**src/rtl/i2c_temp_poller_if.sv**
```systemverilog
// -----------------------------------------------------------------------------
// wishbone_b3 : Wishbone B3 classic bus bundle, 3-bit address / 8-bit data.
//
// Signals
//   adr[2:0]      register address        (master -> slave)
//   dat_m2s[7:0]  write data              (master -> slave)
//   dat_s2m[7:0]  read data               (slave  -> master)
//   we            write enable            (master -> slave)
//   stb, cyc      strobe / cycle valid    (master -> slave)
//   ack           access acknowledge      (slave  -> master)
// -----------------------------------------------------------------------------
interface wishbone_b3;
    logic [2:0] adr;
    logic [7:0] dat_m2s;
    logic [7:0] dat_s2m;
    logic       we;
    logic       stb;
    logic       cyc;
    logic       ack;

    modport master (output adr, dat_m2s, we, stb, cyc, input dat_s2m, ack);
    modport slave  (input adr, dat_m2s, we, stb, cyc, output dat_s2m, ack);
endinterface

```
**src/rtl/i2c_temp_poller.sv**
```systemverilog
// -----------------------------------------------------------------------------
// i2c_temp_poller : drives a Wishbone I2C master core to read a 16-bit
// temperature register from an I2C sensor at a fixed polling interval.
//
// After reset the core prescaler and enable are programmed, then every
// POLL_CYCLES clocks (while enable is high) a two-byte read is performed:
// address+START, read MSB with ACK, read LSB with NACK+STOP.
//
// Parameters
//   PRESCALE        I2C core prescale value (adr 0/1)
//   SLAVE_ADDR      7-bit sensor address
//   POLL_CYCLES     clocks from end of one read to start of the next
//   TIMEOUT_CYCLES  status-poll limit (only with I2C_POLL_TIMEOUT_EN)
//
// Ports
//   clk, rst        clock, asynchronous active-high reset
//   bus             Wishbone master towards the I2C core
//   enable          allows new reads to start
//   temp            last reading {MSB, LSB}
//   temp_valid      one-cycle pulse when temp updates
//   nack_err        sticky: slave NACK (or status timeout); cleared by a good read
//   busy            high whenever the controller is not idle
//
// Configuration macro
//   I2C_POLL_TIMEOUT_EN  when defined, a status poll lasting TIMEOUT_CYCLES
//                        flags nack_err and restarts initialisation.
// -----------------------------------------------------------------------------
module i2c_temp_poller #(
    parameter logic [15:0] PRESCALE       = 16'd99,
    parameter logic [6:0]  SLAVE_ADDR     = 7'h48,
    parameter logic [31:0] POLL_CYCLES    = 32'd5_000_000,
    parameter logic [15:0] TIMEOUT_CYCLES = 16'd50_000
) (
    input  logic        clk,
    input  logic        rst,
    wishbone_b3.master  bus,
    input  logic        enable,
    output logic [15:0] temp,
    output logic        temp_valid,
    output logic        nack_err,
    output logic        busy
);

    typedef enum logic [3:0] {
        S_INIT_PRL, S_INIT_PRH, S_INIT_CTR, S_IDLE,
        S_TXR, S_CR_STA, S_POLL, S_CHK,
        S_CR_RD1, S_RD_MSB, S_CR_RD2, S_RD_LSB,
        S_DONE, S_CR_STO, S_NACK
    } state_t;

    state_t      state_q, state_d;
    state_t      ret_q, ret_d;          // where POLL goes once TIP clears
    logic        cyc_q, cyc_d;
    logic        stb_q, stb_d;
    logic        we_q, we_d;
    logic [2:0]  adr_q, adr_d;
    logic [7:0]  dat_q, dat_d;
    logic [31:0] cnt_q, cnt_d;          // interval counter
    logic        rxack_q, rxack_d;      // SR bit7 from the last status read
    logic [7:0]  msb_q, msb_d;
    logic [7:0]  lsb_q, lsb_d;
    logic [15:0] temp_q, temp_d;
    logic        temp_valid_q, temp_valid_d;
    logic        nack_err_q, nack_err_d;

    // Per-state bus access descriptor
    logic        acc_en;
    logic [2:0]  acc_adr;
    logic        acc_we;
    logic [7:0]  acc_dat;
    logic        acc_done;

`ifdef I2C_POLL_TIMEOUT_EN
    logic [15:0] tmo_q, tmo_d;
`else
    logic unused_timeout;
    assign unused_timeout = ^TIMEOUT_CYCLES;
`endif

    always_comb begin
        state_d      = state_q;
        ret_d        = ret_q;
        cyc_d        = cyc_q;
        stb_d        = stb_q;
        we_d         = we_q;
        adr_d        = adr_q;
        dat_d        = dat_q;
        cnt_d        = cnt_q;
        rxack_d      = rxack_q;
        msb_d        = msb_q;
        lsb_d        = lsb_q;
        temp_d       = temp_q;
        temp_valid_d = 1'b0;
        nack_err_d   = nack_err_q;
        acc_en       = 1'b1;
        acc_adr      = 3'd0;
        acc_we       = 1'b0;
        acc_dat      = 8'h00;
        acc_done     = 1'b0;

        case (state_q)
            S_INIT_PRL: begin acc_adr = 3'd0; acc_we = 1'b1; acc_dat = PRESCALE[7:0];  end
            S_INIT_PRH: begin acc_adr = 3'd1; acc_we = 1'b1; acc_dat = PRESCALE[15:8]; end
            S_INIT_CTR: begin acc_adr = 3'd2; acc_we = 1'b1; acc_dat = 8'h80;          end
            S_TXR:      begin acc_adr = 3'd3; acc_we = 1'b1; acc_dat = {SLAVE_ADDR, 1'b1}; end
            S_CR_STA:   begin acc_adr = 3'd4; acc_we = 1'b1; acc_dat = 8'h90;          end
            S_POLL:     begin acc_adr = 3'd4; end
            S_CR_RD1:   begin acc_adr = 3'd4; acc_we = 1'b1; acc_dat = 8'h20;          end
            S_RD_MSB:   begin acc_adr = 3'd3; end
            S_CR_RD2:   begin acc_adr = 3'd4; acc_we = 1'b1; acc_dat = 8'h68;          end
            S_RD_LSB:   begin acc_adr = 3'd3; end
            S_CR_STO:   begin acc_adr = 3'd4; acc_we = 1'b1; acc_dat = 8'h40;          end
            default:    acc_en = 1'b0;
        endcase

        // Generic access engine: launch when the bus is idle, hold everything
        // until ack, then drop cyc/stb. The next state always starts with
        // cyc low, giving the mandatory idle cycle between accesses.
        if (acc_en) begin
            if (!cyc_q) begin
                cyc_d = 1'b1;
                stb_d = 1'b1;
                adr_d = acc_adr;
                we_d  = acc_we;
                dat_d = acc_dat;
            end else if (bus.ack) begin
                cyc_d    = 1'b0;
                stb_d    = 1'b0;
                acc_done = 1'b1;
            end
        end

        case (state_q)
            S_INIT_PRL: if (acc_done) state_d = S_INIT_PRH;
            S_INIT_PRH: if (acc_done) state_d = S_INIT_CTR;
            S_INIT_CTR: if (acc_done) begin
                state_d = S_IDLE;
                cnt_d   = 32'd0;
            end
            S_IDLE: begin
                if (cnt_q >= POLL_CYCLES - 32'd1) begin
                    // Launch the TXR write directly so the bus access starts
                    // exactly POLL_CYCLES after the previous read ended.
                    if (enable) begin
                        cnt_d   = 32'd0;
                        state_d = S_TXR;
                        cyc_d   = 1'b1;
                        stb_d   = 1'b1;
                        adr_d   = 3'd3;
                        we_d    = 1'b1;
                        dat_d   = {SLAVE_ADDR, 1'b1};
                    end
                end else begin
                    cnt_d = cnt_q + 32'd1;
                end
            end
            S_TXR:    if (acc_done) state_d = S_CR_STA;
            S_CR_STA: if (acc_done) begin state_d = S_POLL; ret_d = S_CHK;    end
            S_POLL: begin
                if (acc_done) begin
                    rxack_d = bus.dat_s2m[7];
                    if (!bus.dat_s2m[1]) state_d = ret_q;
                end
            end
            S_CHK:    state_d = rxack_q ? S_CR_STO : S_CR_RD1;
            S_CR_RD1: if (acc_done) begin state_d = S_POLL; ret_d = S_RD_MSB; end
            S_RD_MSB: if (acc_done) begin msb_d = bus.dat_s2m; state_d = S_CR_RD2; end
            S_CR_RD2: if (acc_done) begin state_d = S_POLL; ret_d = S_RD_LSB; end
            S_RD_LSB: if (acc_done) begin lsb_d = bus.dat_s2m; state_d = S_DONE; end
            S_DONE: begin
                temp_d       = {msb_q, lsb_q};
                temp_valid_d = 1'b1;
                nack_err_d   = 1'b0;
                state_d      = S_IDLE;
            end
            S_CR_STO: if (acc_done) begin state_d = S_POLL; ret_d = S_NACK; end
            S_NACK: begin
                nack_err_d = 1'b1;
                state_d    = S_IDLE;
            end
            default: state_d = S_INIT_PRL;
        endcase

`ifdef I2C_POLL_TIMEOUT_EN
        tmo_d = tmo_q;
        if (state_q == S_POLL) tmo_d = tmo_q + 16'd1;
        if (state_d == S_POLL && state_q != S_POLL) tmo_d = 16'd0;
        // A core stuck in TIP: give up on the read and reprogram the core.
        if (state_q == S_POLL && tmo_q >= TIMEOUT_CYCLES) begin
            nack_err_d = 1'b1;
            state_d    = S_INIT_PRL;
            cyc_d      = 1'b0;
            stb_d      = 1'b0;
        end
`endif
    end

    always_ff @(posedge clk or posedge rst) begin
        if (rst) begin
            state_q      <= S_INIT_PRL;
            ret_q        <= S_CHK;
            cyc_q        <= 1'b0;
            stb_q        <= 1'b0;
            we_q         <= 1'b0;
            adr_q        <= 3'd0;
            dat_q        <= 8'h00;
            cnt_q        <= 32'd0;
            rxack_q      <= 1'b0;
            msb_q        <= 8'h00;
            lsb_q        <= 8'h00;
            temp_q       <= 16'h0000;
            temp_valid_q <= 1'b0;
            nack_err_q   <= 1'b0;
        end else begin
            state_q      <= state_d;
            ret_q        <= ret_d;
            cyc_q        <= cyc_d;
            stb_q        <= stb_d;
            we_q         <= we_d;
            adr_q        <= adr_d;
            dat_q        <= dat_d;
            cnt_q        <= cnt_d;
            rxack_q      <= rxack_d;
            msb_q        <= msb_d;
            lsb_q        <= lsb_d;
            temp_q       <= temp_d;
            temp_valid_q <= temp_valid_d;
            nack_err_q   <= nack_err_d;
        end
    end

`ifdef I2C_POLL_TIMEOUT_EN
    always_ff @(posedge clk or posedge rst) begin
        if (rst) tmo_q <= 16'd0;
        else     tmo_q <= tmo_d;
    end
`endif

    assign bus.cyc     = cyc_q;
    assign bus.stb     = stb_q;
    assign bus.we      = we_q;
    assign bus.adr     = adr_q;
    assign bus.dat_m2s = dat_q;
    assign temp        = temp_q;
    assign temp_valid  = temp_valid_q;
    assign nack_err    = nack_err_q;
    assign busy        = (state_q != S_IDLE);

endmodule

```
**src/flat_wrapper.sv**
```systemverilog
// flat-port wrapper written by rule: the top's interface ports become plain ports
module i2c_temp_poller_flat 
#(
    parameter logic [15:0] PRESCALE       = 16'd99,
    parameter logic [6:0]  SLAVE_ADDR     = 7'h48,
    parameter logic [31:0] POLL_CYCLES    = 32'd5_000_000,
    parameter logic [15:0] TIMEOUT_CYCLES = 16'd50_000
)
  (clk, rst, enable, temp, temp_valid, nack_err, busy, bus_adr, bus_dat_m2s, bus_we, bus_stb, bus_cyc, bus_dat_s2m, bus_ack);
  wishbone_b3 bus_i ();
  input  logic clk;
  input  logic rst;
  input  logic enable;
  output logic [15:0] temp;
  output logic temp_valid;
  output logic nack_err;
  output logic busy;
  output wire logic [$bits(bus_i.adr)-1:0] bus_adr;
  output wire logic [$bits(bus_i.dat_m2s)-1:0] bus_dat_m2s;
  output wire logic [$bits(bus_i.we)-1:0] bus_we;
  output wire logic [$bits(bus_i.stb)-1:0] bus_stb;
  output wire logic [$bits(bus_i.cyc)-1:0] bus_cyc;
  input wire logic [$bits(bus_i.dat_s2m)-1:0] bus_dat_s2m;
  input wire logic [$bits(bus_i.ack)-1:0] bus_ack;
  assign bus_adr = bus_i.adr;
  assign bus_dat_m2s = bus_i.dat_m2s;
  assign bus_we = bus_i.we;
  assign bus_stb = bus_i.stb;
  assign bus_cyc = bus_i.cyc;
  assign bus_i.dat_s2m = bus_dat_s2m;
  assign bus_i.ack = bus_ack;
  i2c_temp_poller #(.PRESCALE(PRESCALE), .SLAVE_ADDR(SLAVE_ADDR), .POLL_CYCLES(POLL_CYCLES), .TIMEOUT_CYCLES(TIMEOUT_CYCLES)) u_core (.clk(clk), .rst(rst), .bus(bus_i), .enable(enable), .temp(temp), .temp_valid(temp_valid), .nack_err(nack_err), .busy(busy));
endmodule
```
**config.mk**
```make
export PLATFORM = sky130hd
export DESIGN_NAME = i2c_temp_poller_flat
export DESIGN_NICKNAME = d
export VERILOG_FILES = /design/src/rtl/i2c_temp_poller_if.sv /design/src/rtl/i2c_temp_poller.sv /design/src/flat_wrapper.sv
export SDC_FILE = /design/constraint.sdc
export NUM_CORES = 1
export LEC_CHECK = 0
export CORE_AREA = 3 3 99 101
export CTS_CLUSTER_DIAMETER = 60
export CTS_CLUSTER_SIZE = 28
export DETAILED_ROUTE_END_ITERATION = 10
export DIE_AREA = 0 0 102 104
export PLACE_DENSITY = 0.7
export SYNTH_ARGS = -nofsm -noshare
export SYNTH_HDL_FRONTEND = slang
export SYNTH_SLANG_ARGS = --single-unit
export TNS_END_PERCENT = 30
```
**constraint.sdc**
```tcl
create_clock -name clk -period 3.9 [get_ports clk]
set_input_delay 0.39 -clock clk [delete_from_list [all_inputs] [get_ports clk]]
set_output_delay 0.39 -clock clk [all_outputs]
set_load 0.05 [all_outputs]
```
==> results.cfg <==
[global_route]
antenna_found_initial = 0
grtUsageTotal = 0.1950
grt_pass1_wl_mm = 16.96
gr-total-overflow = 0
grt_pass1_vias = 3556
grt_max_degree = 35

[critical_path]
cp_max_fo = 24
crit_path_cell_trace = nor4bb_1, buf_4, inv_1, clkdlybuf4s50_1
path_delay_family = buffers and inverters
crit_type = reg2out
crit_slowest_cell = dfrtp_1
crit_buf_inv = 3
cpPeakStageDelay_ns = 0.78
cp-end-kind = output port
worstPathArrival_ns = 2.59
cp.required_ns = 3.51
start_kind = register

[route]
wl_per_cell_um = 16.49
drtIter0Drc = 154
ant_nets = 0
wl_mm = 9.795
drt-pass1-iter-count = 5
vias = 3557
vias_per_cell = 5.988
drcViolationCount = 0

[timing]
setup_viol = 0
final_max_slew_viol_count = 0
finClkSkew_ns = 0.01238
tightest_slew_ns = 0.8741
min_period_ns = 2.984
tns_ns = 0
fmax_mhz = 335.1
slew_headroom = 0.4154
hold_violations = 0
rsz0062_at_grt = no
finalCritPeriodShare = 0.7652

[placement]
port_buffers = 44
dpl-instance-area_um2 = 4997
gp_congestion = 0.8464
place_hpwl_mm = 6.832

[finish]
final_cell_mix = 86 x dfrtp_1, 46 x nand2_1, 44 x clkdlybuf4s50_1
nNetsFinal = 491
regArea_um2 = 2231
syn_to_final_growth_pct = 15.73
diodes = 0
layout_commonest_cell = dfrtp_1
multi_input_area_um2 = 2100
drive_gt1_frac = 0.1677
stdcell_area_um2 = 5200
num-fill-cells = 795

[synth]
synth-edff-count = 0
ys_warn_count = 0
synth_top_area_cell = dfrtp_1
synth_async_sr_flop_share = 1.000
ys_ff_latch = 89
yosys_most_used_dff = dfrtp_1
syn_inst = 439
yosys.area_share.adder = 0.002785
synth_area_leaders = dfrtp_1 48%, mux2_2 9.3%, nand2_1 3.8%
synth_xor_area_frac = 0.009747
synth_nets = 452
synth_mux_area_frac = 0.09719
syn-cell-area_um2 = 4493
synth-seq-area-share = 0.4965
yosys.area.top_type_share = 0.4790
ys_types = 74
synth_compound_area_frac = 0.1551
synth-simple-area-share = 0.1999
synth_top_family_by_area = simple AND/OR/NAND/NOR gates
avgSynthCellArea_um2 = 10.23

[floorplanning]
die_h_um = 104
dieArea_um2 = 10610
die_w_um = 102
io_pins = 45
coreArea_um2 = 9109
start_util = 0.4933
rows = 35

[clock_tree]
postCtsSetupBuffers = 0
cts.root.buffer_cell = clkbuf_8
cts_tree = done
cts_inserted_buffers = 9
htreeDepth = 3
path_clk_slew_ns = 0.11
clock_latency_ns = 0.37
postCtsHoldBufs = 0
clk_path_buf_depth = 2
clkSinkCount = 89
post_cts_resized = 0

[job]
max_cap_violations = 0

[min_path]
hp-class = in2async

[power]
pwr_density_cell_nw_per_um2 = 743.9
leakage_nw = 2.293
peakVddDrop_mv = 0.4629

[run_status]
status = complete, no violations
final cells by class:
type	count	area share
Multi-Input combinational cell	317	0.4038
Clock buffer	9	0.02382
Clock inverter	7	0.01516
Sequential cell	89	0.4290
Timing Repair Buffer	50	0.09336
Inverter	11	0.008181
Tap cell	111	0.02671
layer usage:
layer	wire, um	global-route usage	vias to the layer above
li1	-	-	1687
met1	4526	0.2751	1759
met2	4733	0.2990	96
met3	389	0.03823	15
met4	145	0.06748	0
met5	0	0	-
Yosys cell counts, types with 3 or more instances:
cell type  count
and2_1         3
a21oi_1       25
o21ai_0       27
nand2b_1       4
dfstp_2        3
inv_1          9
a32oi_1        3
a22oi_1        3
nand3b_1       3
nand2_1       46
o31ai_1        3
buf_6          5
nor2_1        35
and3_1         9
and4_1         5
nand3_1       13
o211ai_1       5
nor2b_1        7
buf_2          6
o22ai_1        3
nor3_1         6
mux2_2        37
nand4_1        5
a31oi_1        9
or3_1          7
xor2_1         3
nor4bb_1       3
dfrtp_1       86
nor4_1         3
clkbuf_1       8
cells by family (layout without fill, tap and decap cells):
kind of cell / after synthesis / in the layout
xor+xnor: 5 / 5
simple gates: 166 / 166
buf+inv: 33 / 77
compound gates: 106 / 106
fa+ha+maj: 1 / 1
flops: 89 / 89
mux: 39 / 39
where the power goes:
| part | switching (W) | internal [W] |
|---|---|---|
| Clock | 0.000393 | 0.000258 |
| Combinational | 0.00109 | 0.000659 |
| Sequential | 0.000258 | 0.00121 |
| Total | 0.00174 | 0.00212 |
sequential cells by signal (all words and copies together), names as in the netlist:
name and count:
u_core.cnt_q 32, u_core.temp 16, u_core.bus.dat_m2s 8, u_core.lsb_q 8, u_core.msb_q 8, u_core.ret_q 4, u_core.state_q 4, u_core.bus.adr 3
u_core.bus.cyc 1, u_core.bus.stb 1, u_core.bus.we 1, u_core.nack_err 1, u_core.rxack_q 1, u_core.temp_valid 1
worst paths after layout:
path | slack (ns) | cells after the start | end | from
worst min register to register | 0.48 | 2 | u_core.ret_q[2] | u_core.ret_q[2]
worst max-delay path | 0.92 | 4 | busy | u_core.state_q[1]
max in group asynchronous | 2.81 | 3 | u_core.state_q[3] | rst
min in group clk | 0.48 | 2 | u_core.ret_q[2] | u_core.ret_q[2]
worst max register to register | 1.00 | 6 | u_core.cnt_q[21] | u_core.state_q[1]
worst min-delay path | 0.30 | 2 | u_core.lsb_q[0] | rst
stage by stage:
stage          hold slack [ns]    util  power (W)  setup slack [ns]  std cells
2_1_floorplan           0.4403       -   0.002724             1.208        439
6_report                0.2997  0.5709   0.003868            0.9158        594
3_5_place_dp            0.4670  0.5486   0.003234             1.021        578
5_1_grt                 0.3224  0.5709   0.004117            0.7332        594
4_1_cts                 0.3042  0.5709   0.003892            0.9047        594
3_3_place_gp            0.4577  0.5486   0.003196             1.105        578
Note: power is estimated with default switching activity, not from simulation.
